File: src/rtl/bin2bcd_seq.sv
// Sequential binary-to-BCD converter for 4..6 bit operands, one bit per clock via
// shift-and-add-3; results hold until the next conversion completes.
module bin2bcd_seq #(
  parameter int IN_W = 6
) (
  input  logic            clk,
  input  logic            rst_n,
  input  logic            start,
  input  logic [IN_W-1:0] bin_in,
  output logic            busy,
  output logic            done,
  output logic [3:0]      tens,
  output logic [3:0]      units
);

  typedef enum logic [1:0] {
    S_IDLE  = 2'd0,
    S_SHIFT = 2'd1,
    S_DONE  = 2'd2
  } state_t;

  // Three counts cover every legal IN_W (last index is at most 5).
  localparam logic [2:0] LAST_CNT = 3'(IN_W - 1);

  state_t            state_r, state_s;
  logic [IN_W-1:0]   opnd_r, opnd_s;
  logic [7:0]        bcd_r, bcd_s;
  logic [2:0]        cnt_r, cnt_s;
  logic              busy_s, done_s;
  logic [3:0]        tens_s, units_s;
  logic [7:0]        bcd_fix_s;
  logic [IN_W+7:0]   shift_s;

  function automatic logic [3:0] fix_nibble(input logic [3:0] n);
    if (n >= 4'd5) begin
      return n + 4'd3;
    end else begin
      return n;
    end
  endfunction

  // Next-state, datapath and output decode for the conversion FSM.
  always_comb begin
    bcd_fix_s = {fix_nibble(bcd_r[7:4]), fix_nibble(bcd_r[3:0])};
    shift_s   = {bcd_fix_s, opnd_r} << 4'd1;
    state_s   = state_r;
    opnd_s    = opnd_r;
    bcd_s     = bcd_r;
    cnt_s     = cnt_r;
    busy_s    = busy;
    done_s    = 1'b0;
    tens_s    = tens;
    units_s   = units;
    case (state_r)
      S_IDLE: begin
        if (start) begin
          opnd_s  = bin_in;
          bcd_s   = 8'd0;
          cnt_s   = 3'd0;
          busy_s  = 1'b1;
          state_s = S_SHIFT;
        end else begin
          busy_s  = 1'b0;
          state_s = S_IDLE;
        end
      end
      S_SHIFT: begin
        bcd_s  = shift_s[IN_W+7:IN_W];
        opnd_s = shift_s[IN_W-1:0];
        cnt_s  = cnt_r + 3'd1;
        // The final shift's result goes straight to the outputs.
        if (cnt_r == LAST_CNT) begin
          tens_s  = shift_s[IN_W+7:IN_W+4];
          units_s = shift_s[IN_W+3:IN_W];
          done_s  = 1'b1;
          state_s = S_DONE;
        end else begin
          state_s = S_SHIFT;
        end
      end
      S_DONE: begin
        busy_s  = 1'b0;
        state_s = S_IDLE;
      end
      default: begin
        busy_s  = 1'b0;
        state_s = S_IDLE;
      end
    endcase
  end

  // State and output registers with synchronous active-low reset.
  always_ff @(posedge clk) begin
    if (!rst_n) begin
      state_r <= S_IDLE;
      opnd_r  <= '0;
      bcd_r   <= 8'd0;
      cnt_r   <= 3'd0;
      busy    <= 1'b0;
      done    <= 1'b0;
      tens    <= 4'd0;
      units   <= 4'd0;
    end else begin
      state_r <= state_s;
      opnd_r  <= opnd_s;
      bcd_r   <= bcd_s;
      cnt_r   <= cnt_s;
      busy    <= busy_s;
      done    <= done_s;
      tens    <= tens_s;
      units   <= units_s;
    end
  end

endmodule

File: config.mk
export PLATFORM = sky130hd
export DESIGN_NAME = bin2bcd_seq
export DESIGN_NICKNAME = d
export VERILOG_FILES = /design/src/rtl/bin2bcd_seq.sv
export SDC_FILE = /design/constraint.sdc
export NUM_CORES = 1
export LEC_CHECK = 0
export CORE_UTILIZATION = 40
export CTS_CLUSTER_DIAMETER = 30
export CTS_CLUSTER_SIZE = 40
export DETAILED_ROUTE_END_ITERATION = 10
export PLACE_DENSITY_LB_ADDON = 0.12
export SLEW_MARGIN = 20
export SYNTH_ARGS = -nofsm -noshare
export SYNTH_HDL_FRONTEND = slang
export SYNTH_SLANG_ARGS = --single-unit
File: constraint.sdc
create_clock -name clk -period 3.6 [get_ports clk]
set_input_delay 1.08 -clock clk [delete_from_list [all_inputs] [get_ports clk]]
set_output_delay 1.08 -clock clk [all_outputs]
set_load 0.05 [all_outputs]
==> results by group <==
Outcome
  – Run status: complete, no violations

Cells and area
  – Final nets: about 180
  – Core Util, Final: 50.3%
  – Fraction of layout cells with a size suffix above 1: about 11%
  – Layout fillers: slightly above 300
  – Antenna cells: 0
  – Growth of design area from synthesis to finish: 15.7%
  – Finished Cell Area: about 1600 um^2

Setup path
  – Arrival time at the worst endpoint: between 1 and 1.5 ns
  – Buf+Inv Stages, Crit Path: 1
  – Endpoint class of the critical path: output port
  – Critical path fanouts, max: 2
  – Cell with the largest stage delay on the worst path: clkdlybuf4s50_1
  – Register-to-Register Setup Slack: roughly 2 ns
  – Cell-by-cell listing of the critical path: clkdlybuf4s50_1
  – Critical path launch point type: flip-flop
  – Delay of the slowest cell on the worst path: 0.81 ns
  – Endpoint of the worst-slack reg-to-reg timing path: tens[2]$_SDFFE_PN0P_
  – Top Family by Delay on Critical Path: buffers and inverters
  – Setup CP Type: flip-flop to output port
  – Required time of the critical path: around 2.5 ns
  – Worst Reg-to-Reg Cells: 4
  – Startpoint of the worst-slack reg-to-reg timing path: state_r[0]$_SDFF_PN0_

Timing
  – Worst slew slack as a fraction of its limit: around three fifths
  – Setup repair after global routing missed its margin: false
  – Final Hold Violating Endpoints: 0
  – Fin Clk Skew: approximately 0.0080 ns
  – Minimum clock period: roughly 2.6 ns
  – Setup WS post-layout: ~1.0 ns
  – Peak Freq: ~0.39 GHz
  – Final setup violation count: 0
  – Slew at the pin closest to its max-slew limit: ~0.60 ns
  – Summed negative setup slack over all endpoints: 0 ns
  – Post-route clock period utilization: 71.0%
  – Slew Limit Fails: 0

Place
  – Count of input and output buffers: 18
  – GPL Wtd Cong: around 0.78
  – Setup slack after placement: between 0.9 and 1 ns
  – Total placed instance area: ~1500 um^2
  – Detailed Place HPWL: around 1900 um

Synthesis
  – Sequential share of the synthesized area: 42.7%
  – Synth Area in XOR/XNOR: roughly 1.3%
  – Share of the synthesized area in compound gates (AO/OA/AOI/OAI): roughly a fifth
  – Simple-gate share of the synthesized area: between 10% and 20%
  – Arithmetic-cell share of the synthesized area counting full adders, half adders and majority gates: 5.52%
  – Top cell type by total area after synthesis: dfxtp_1
  – Mux cell area share after synthesis: about 4.5%
  – Yosys warnings: 0
  – Number of instances in the synthesized netlist: between 100 and 150
  – Average instance area after synthesis: between 9 and 10 um^2
  – Synth top area share: approximately 43%
  – Top post-synthesis cells by area: dfxtp_1, ha_1, buf_6, o21ai_1, nand2_1
  – Post-synthesis cell type count: 34
  – Main combinational cell family by area after synthesis: simple AND/OR/NAND/NOR gates
  – Syn nets: 157
  – Cell area after synthesis: roughly 1400 um^2
  – Register bit total from synthesis: 29

Clocking
  – Number of buffers created by CTS: 5
  – Number of H-tree levels: 2
  – Clock tree from TritonCTS: done
  – Clk_lat worst skew: 0.33 ns
  – Clock Sinks: 29
  – Clock transition at path regs: approximately 0.08 ns
  – Clk root buf: clkbuf_4
  – Setup Fix Bufs, Post-CTS: 0
  – Deepest clock path buffer count: 2
  – Hold_buf cts: 0
  – Number of instances resized during post-cts repair: 0

Detailed routing
  – ANT nets after route: 0
  – Via count normalized by instance count: a little over 5
  – Total wire length: about 2700 um
  – Overall via count from detail_route: 1,042
  – Number of DRC violations after detailed routing: 0
  – Number of iterations in the first detailed-routing pass: 4
  – WL/cell: around 13 um
  – First-iteration detailed-routing DRC count: 60

Global routing
  – Total grt overflow: 0
  – Via count of the first global-routing pass: between 1,000 and 1,500
  – Initial antenna violation count: 0
  – Aggregate global-route resource usage: between 10% and 20%
  – Maximum number of pins on one net before global-route repair: 20
  – First-pass GRT wire length: 4620 um

Floorplan
  – Area of the die: around 3600 um^2
  – Row count: 20
  – Area inside the core boundary: 3130 um^2
  – # IOs: 19
  – Initial Util: roughly 43%
  – Vertical extent of the die: between 60 and 70 um
  – Die X: around 60 um

Worst hold path
  – Hold depth: 2
  – Hold crit path type: flip-flop to flip-flop
  – Worst hold endpoint: opnd_r[4]$_SDFFE_PN0P_
  – Critical hold path startpoint: opnd_r[4]$_SDFFE_PN0P_

Pwr
  – Ratio of total power to cell area: 358 nW/um^2
  – Design Power: around 0.56 mW
  – Peak ir drop on the vdd network: around 0.00020 V
  – Standby leakage power: about 0.6 nW

Job
  – Number of violations of the max-capacitance limit: 0
flip-flops by register name, summed over array words and instances (netlist names):
| register | flops |
|---|---|
| tens | 4 |
| units | 4 |
| state_r | 2 |
| opnd_r | 6 |
| done | 1 |
| busy | 1 |
| bcd_r | 8 |
| cnt_r | 3 |
worst register-to-register path: stages, from the launching register on:
cell     delay [ns]
dfxtp_1        0.65
nand3_4        0.14
nor2_4         0.28
nand2_1        0.23
o22ai_1        0.24
cell families (layout without fill, tap and decap cells):
family,Yosys count,in the layout
simple gates,48,48
compound gates,36,36
flops,29,29
buf+inv,16,33
fa+ha+maj,6,6
mux,5,5
xor+xnor,2,2
stage by stage:
step | std cells | hold slack [ns]
after floorplan | 142 | 0.430
after global placement | 197 | 0.442
after detailed placement | 197 | 0.448
after CTS | 203 | 0.460
after global routing | 203 | 0.494
final | 203 | 0.457
cells in the final DEF, fill, tap and decap left out, types with 3 or more instances in the layout:
cell	count
a21oi_1	6
clkbuf_4	5
clkdlybuf4s50_1	18
dfxtp_1	29
ha_1	6
inv_1	8
nand2_1	10
nand2b_1	3
nand3_1	7
nor2_1	10
nor2b_1	4
nor3b_1	5
o21ai_1	8
o221ai_1	4
o22ai_1	5
per-layer routing:
layer | GRT usage, % | share of wire (%) | up-vias
met5 | 0 | 0 | -
met4 | 8.97 | 2.1 | 0
met3 | 6.49 | 4.6 | 5
met2 | 28.3 | 48 | 16
met1 | 21.3 | 45 | 487
li1 | - | - | 534
synth_stat cells:
library cell	instances
dfxtp_1	29
a21oi_1	6
and2_1	2
nand3_1	7
nor2b_1	4
nand2b_1	3
a32oi_1	1
mux2i_1	2
o21ai_0	2
nor3b_1	5
buf_2	3
o221a_2	1
o21ai_1	8
inv_1	8
mux2_4	2
xnor2_1	2
nor2_1	10
nand3_4	1
o211a_1	2
and2b_1	1
nand2_1	10
a21boi_1	2
nor2_2	1
nor3_1	2
o22ai_1	5
o221ai_1	4
buf_6	5
a21oi_2	2
ha_1	6
a22oi_1	2
o21bai_4	1
mux2_2	1
nor2_4	1
nand2b_4	1
final cells by class:
cell class / instances / area [um^2] / area share, %
multi-input combinational: 97 / 677 / 43.0
sequential: 29 / 581 / 36.9
timing repair buffer: 19 / 188 / 11.9
tap: 44 / 55.1 / 3.50
clock buffer: 5 / 37.5 / 2.39
inverter: 8 / 30.0 / 1.91
clock inverter: 1 / 5.00 / 0.318
worst max path at each step:
stage                                from              endpoint  slack (ns)  cells after the start
floorplan            tens[3]$_SDFFE_PN0P_               tens[3]        1.92                      0
global placement                    rst_n  tens[1]$_SDFFE_PN0P_        1.03                      3
detailed placement                  rst_n  tens[2]$_SDFFE_PN0P_        0.99                      3
CTS                     busy$_SDFFE_PN0N_                  busy        1.03                      1
global route         tens[0]$_SDFFE_PN0P_               tens[0]        0.98                      1
finish              units[3]$_SDFFE_PN0P_              units[3]        1.04                      1
where the power goes:
part           internal (mW)  switching (mW)  leakage [nW]
registers              0.329         0.00837         0.236
logic                 0.0241          0.0278         0.334
clock network         0.0675           0.107        0.0269
(Power assumes the default switching activity.)
